--- config.mk ---
export PLATFORM = sky130hd
export DESIGN_NAME = irq_pending_latch
export DESIGN_NICKNAME = d
export VERILOG_FILES = /design/src/rtl/irq_pending_latch.sv
export SDC_FILE = /design/constraint.sdc
export NUM_CORES = 1
export LEC_CHECK = 0
export BUFFER_PORTS_ARGS = -buffer_cell sky130_fd_sc_hd__buf_2
export CAP_MARGIN = 40
export CORE_MARGIN = 2
export CORE_UTILIZATION = 45
export CTS_BUF_LIST = sky130_fd_sc_hd__clkbuf_8
export DETAILED_ROUTE_END_ITERATION = 16
export GPL_TIMING_DRIVEN = 0
export PLACE_DENSITY = 0.74
export SYNTH_ARGS = -nofsm -noshare
export SYNTH_HDL_FRONTEND = slang
export SYNTH_SLANG_ARGS = --single-unit
--- constraint.sdc ---
create_clock -name clk -period 1.7 [get_ports clk]
set_input_delay 0.085 -clock clk [delete_from_list [all_inputs] [get_ports clk]]
set_output_delay 0.085 -clock clk [all_outputs]
set_load 0.1 [all_outputs]
--- src/rtl/irq_pending_latch.sv ---
// Request-capture stage feeding an 8-input lowest-index-wins priority encoder.
// Define IRQ_SYNC_EN to pass req_in through a two-flop synchronizer per line.
module irq_pending_latch #(
    parameter int N  = 8,
    parameter int CW = 3
) (
    input  logic          clk,
    input  logic          rst_n,
    input  logic [N-1:0]  req_in,
    input  logic [N-1:0]  mask,
    input  logic          edge_mode,
    input  logic          ack,
    input  logic [CW-1:0] ack_code,
    input  logic          ovf_clr,
    output logic [N-1:0]  sel,
    output logic          any_pend,
    output logic [N-1:0]  overflow
);

    logic [N-1:0] req_s;
    logic [N-1:0] req_prev_q;
    logic [N-1:0] pend_q, pend_d;
    logic [N-1:0] ovf_q, ovf_d;
    logic         mode_q;
    logic [N-1:0] rise;
    logic [N-1:0] ack_hit;
    logic [N-1:0] ovf_set;
    logic         mode_chg;

`ifdef IRQ_SYNC_EN
    logic [N-1:0] sync1_q, sync2_q;

    always_ff @(posedge clk or negedge rst_n) begin
        if (!rst_n) begin
            sync1_q <= '0;
            sync2_q <= '0;
        end else begin
            sync1_q <= req_in;
            sync2_q <= sync1_q;
        end
    end

    assign req_s = sync2_q;
`else
    assign req_s = req_in;
`endif

    assign rise     = req_s & ~req_prev_q;
    assign mode_chg = (edge_mode != mode_q);

    genvar gi;
    generate
        for (gi = 0; gi < N; gi++) begin : g_bit
            // Codes at or above N name no line and are ignored.
            assign ack_hit[gi] = ack && (int'(ack_code) == gi) && (int'(ack_code) < N);

            assign ovf_set[gi] = mode_q && !mode_chg && rise[gi] && pend_q[gi] && !ack_hit[gi];

            always_comb begin
                pend_d[gi] = pend_q[gi];
                if (mode_chg) begin
                    pend_d[gi] = 1'b0;
                end else if (!mode_q) begin
                    pend_d[gi] = req_s[gi];
                end else if (rise[gi]) begin
                    pend_d[gi] = 1'b1;
                end else if (ack_hit[gi]) begin
                    pend_d[gi] = 1'b0;
                end
            end

            // A new overflow on the same cycle as ovf_clr is kept.
            assign ovf_d[gi] = (ovf_q[gi] && !ovf_clr) || ovf_set[gi];
        end
    endgenerate

    always_ff @(posedge clk or negedge rst_n) begin
        if (!rst_n) begin
            pend_q     <= '0;
            req_prev_q <= '0;
            mode_q     <= 1'b0;
            ovf_q      <= '0;
        end else begin
            pend_q     <= pend_d;
            req_prev_q <= req_s;
            mode_q     <= edge_mode;
            ovf_q      <= ovf_d;
        end
    end

    assign sel      = pend_q & mask;
    assign any_pend = |sel;
    assign overflow = ovf_q;

endmodule

# --- After elaboration in Yosys (flattened, before gate mapping) ---
# Index checks and enable logic that the tools add are counted.
# Widths: inputs -> output; s select.
op_classes:
  reduce_logical: 61
  n_eq_ne: 16
  mux: 32
  n_bitwise: 3
ops:
  columns: ["op", "count"]
  rows:
  - ["$logic_and 1x1->1", 41]
  - ["$mux 1", 32]
  - ["$ne 4x1->1 const B", 8]
  - ["$and 8x8->8", 2]
  - ["$eq 3x3->1 const B", 4]
  - ["$logic_not 1->1", 10]
  - ["$logic_or 1x1->1", 8]
  - ["$not 8->8", 1]
  - ["$reduce_or 8->1", 1]
  - ["$eq 3x2->1 const B", 2]
  - ["$eq 3x1->1 const B", 1]
  - ["$logic_not 3->1", 1]
  - ["$ne 1x1->1", 1]
totals:
  out_inout_bits: 17
  ff_bits: 25
  wordCells: 123
  in_bits: 24

# --- Longest topological paths before layout ---
logic_depth:
  depth_word: 7
  depth_mapped: 5
  depth_no_buf: 3

# --- Least setup slack after synthesis ---
# No wires, ideal clock.
synth_timing:
  path_type: "flip-flop to output port"
  startpoint: "register pend_q[7]"
  endpoint: "output any_pend"
  required_ns: 1.615
  path_buffers: 0
  path_stages_with_launch: 4
  t_arrival_ns: 2.386
  setup_slack_ns: -0.771
  path_cell_list: "dfrtp_1 > and2_1 > or4_1 > or4_1"
synth_via:
  elab_chain_cells: 2
synth_lines:
  columns: ["element", "line_no", "text"]
  rows:
  - ["from (decl)", "22", "logic [N-1:0] pend_q, pend_d;"]
  - ["from (signal assigned)", "84", "pend_q <= pend_d;"]
  - ["$and 8x8->8", "91", "assign sel = pend_q & mask;"]
  - ["via sel[7]", "15", "output logic [N-1:0] sel,"]
  - ["$reduce_or 8->1", "92", "assign any_pend = |sel;"]
  - ["to (decl)", "16", "output logic any_pend,"]
# The timed path passes the listed nets, and every way through them passes these cells.

# --- Worst setup path in the final report ---
layout_timing:
  startpoint: "register pend_q[3]"
  endpoint: "output any_pend"
layout_via:
  elab_chain_cells: 2
layout_lines:
  columns: ["element", "line_no"]
  rows:
  - ["$and 8x8->8", "91"]
  - ["$reduce_or 8->1", "92"]
# No other way between the ends.

==> key figures <==
Outcome
  • Status: complete, but fails checks
  • Failing checks: setup timing

Worst setup path
  • Crit path launch: pend_q[3]
  • Crit path DAT: 1970 ps
  • Critical path type: reg -> out
  • Setup crit end: any_pend
  • Critical path required time: 1620 ps
  • CP Max Fanout: 2
  • R2R Path Start: mode_q
  • CP startpoint kind: flip-flop
  • FF-to-FF setup slack: 100 ps
  • Worst R2R End: pend_q[0]
  • Type of element capturing the critical path: output pin
  • Worst Reg-to-Reg Cells: 4

Clock tree
  • CTS max path bufs: 2
  • CTS tree: done
  • Depth of the CTS H-tree: 1
  • Clock transition at path regs: 90 ps
  • CTS sink cnt: 25
  • CTS Buf Count: 3
  • Clk_lat worst skew: 260 ps
  • Root Driver: clkbuf_8

Finish
  • Final net count: 188
  • Area delta synth->final: 38.8%
  • Fin cells: 190
  • Filler cell count: 182
  • Diodes inserted: 0
  • Fraction of layout cells with a size suffix above 1: 34.6%

Route
  • WL/cell: 14.2 µm
  • # DRC: 0
  • DRT Pass-1 Iters: 4
  • Overall routed net length: 2710 µm
  • Post-route ant nets: 0
  • Via-to-Cell Ratio: 5.33
  • Initial DRC count: 19
  • Total number of vias: 1,013

Synth
  • Synth area leaders: dfrtp_1 (56%), a32oi_1 (4.7%), and2_1 (4.0%)
  • Mapped Area: 1110 µm²
  • Unique masters post-synth: 25
  • Sequential share of the synthesized area: 56.4%
  • Syn Nets: 131
  • Mapped Avg Cell Area: 10.5 µm²
  • Synth Register Bits: 25
  • Mapped Cells: 106
  • Largest area contributor in the netlist: dfrtp_1
  • YS warnings: 0
  • Synth top area share: 56.4%

Place
  • Routability congestion estimate: 0.750
  • Placed cells: 174
  • Post-DP HPWL: 1830 µm
  • Post-place setup slack: -191 ps
  • Port Buffer Count: 40

Flow run
  • Max cap viols: 0

Die
  • I/O pins: 41
  • Die X: 53.6 µm
  • # rows: 17
  • Core area: 2280 µm²
  • Initial Util: 48.7%
  • Die Area: 2880 µm²
  • Die height: 53.6 µm

STA
  • RSZ-0062 raised after global routing: yes
  • Layout Skew: 2.30 ps
  • Clock period minus worst slack: 2060 ps
  • Final worst slack: -358 ps
  • Fmax: 486 MHz
  • Fin crit share: 121%
  • Final Hold Viols: 0
  • Worst-Margin Slew: 553 ps
  • Pins Over Slew Limit: 0
  • Final Setup Violations: 1
  • Slew margin rel.: 63.2%

Power and ir drop
  • P_leak: 0.743 nW
  • Sw Share: 33.2%
  • Power density over the cells: 886 nW/µm²
  • Worst VDD drop: 0.000484 V
  • Reg power frac: 47.4%
  • Combinational share of power: 27.1%
  • P_int: 0.000911 W
  • Switching pwr: 0.000452 W
  • Clock network power share: 25.5%

Global route
  • Largest net degree at the start of global routing: 26
  • GRT Residual Overflow: 0
  • Number of global-route vias before repair: 982
  • Initial antenna violation count: 0
  • All-Layer GR Usage: 21.2%
  • First-pass GRT wire length: 4270 µm

Min path
  • Worst hold path class: in -> reg
-- cells by family (layout without fill, tap and decap cells) --
logic type                 Yosys count  in the layout  share of synthesized area, %
AOI/OAI and AO/OA                   17             17                          10.3
adders and majority gates            1              1                          1.13
buffers and inverters               12             68                          4.18
DFF                                 25             25                          56.4
and+or+nand+nor                     51             51                          28.0
-- final cells by class --
class                           instances  area (µm²)  area share (%)
Sequential cell                        25         626            40.7
Multi-Input combinational cell         69         455            29.6
Timing Repair Buffer                   52         330            21.5
Clock buffer                            3        41.3            2.68
Tap cell                               28        35.0            2.28
Inverter                                8        30.0            1.95
Buffer                                  4        16.3            1.06
Clock inverter                          1        5.00           0.325
-- through the flow --
| stage | setup TNS [ps] | area [µm²] | hold slack (ps) | util, % | power [W] |
|---|---|---|---|---|---|
| 3_5_place_dp | -191 | 1360 | 111 | 59.7 | 0.000982 |
| 2_1_floorplan | -119 | 1120 | -211 | - | 0.000888 |
| 5_1_grt | -391 | 1540 | 149 | 67.6 | 0.00142 |
| 3_3_place_gp | -182 | 1360 | 106 | 59.7 | 0.000976 |
| 6_report | -358 | 1540 | 139 | 67.6 | 0.00136 |
| 4_1_cts | -360 | 1540 | 145 | 67.6 | 0.00138 |
-- metal layers --
metal / track usage (%) / share of wire, % / up-vias
li1: - / - / 492
met1: 27.1 / 46 / 480
met2: 36.6 / 48 / 39
met3: 2.50 / 5.9 / 2
met4: 8.55 / 0.33 / 0
met5: 0 / 0 / -
-- Yosys cell counts, drive strengths merged --
cell type,instances
and2,8
clkbuf,2
nor4bb,1
nand2,10
a32oi,6
inv,8
nand3b,1
or2,1
nand4b,5
a21oi,2
nor2,6
nor3,1
or4,2
nand2b,1
nand4bb,2
dfrtp,25
o22ai,2
o21ai,6
o311ai,1
nand4,7
buf,2
nor2b,6
ha,1
-- power groups by stage --
stage	Combinational, W	Sequential, W	Clock [W]
floorplan	0.000200	0.000688	0
global placement	0.000318	0.000657	0
detailed placement	0.000323	0.000659	0
CTS	0.000370	0.000646	0.000360
global route	0.000391	0.000651	0.000380
finish	0.000369	0.000647	0.000348
-- placed cells by master, fill, tap and decap left out, types with 2 or more instances in the layout --
master         count
and2_1             2
buf_4              2
clkbuf_8           3
nor2_1             6
nand2_1           10
o21ai_0            6
buf_2             40
nand4bb_1          2
clkbuf_1           2
and2_4             5
inv_1              8
or4_4              2
o22ai_1            2
dfrtp_1           25
a21oi_1            2
nand4b_1           5
nand4_1            7
a32oi_1            6
dlygate4sd3_1     10
nor2b_1            6
-- flip-flops by register name (all words and copies together), names as in the netlist --
signal / count
req_prev_q: 8
mode_q: 1
pend_q: 8
overflow: 8
-- critical path, stage by stage, from the launching register on --
cell	delay [ps]
dfrtp_1	400
and2_4	140
or4_4	540
or4_4	440
buf_12	180
-- repair_timing --
action / 4_1_cts / 5_1_grt
buffers inserted: 2 / 0
gates resized for setup: 5 / 0
hold buffers: 10 / 0
setup endpoints to repair: 1 / 1
endpoints found under the hold margin: 34 / 0
cloned: 0 / 0
-- worst min-delay path by stage --
| stage | startpoint | to | slack [ps] | cells after the start |
|---|---|---|---|---|
| floorplan | rst_n | mode_q | -210 | 0 |
| global placement | rst_n | overflow[4] | 110 | 1 |
| detailed placement | rst_n | overflow[4] | 110 | 1 |
| CTS | ovf_clr | overflow[7] | 140 | 2 |
| global route | ovf_clr | overflow[5] | 150 | 2 |
| finish | ovf_clr | overflow[7] | 140 | 2 |
No activity file was read; power rests on OpenSTA's default activity.
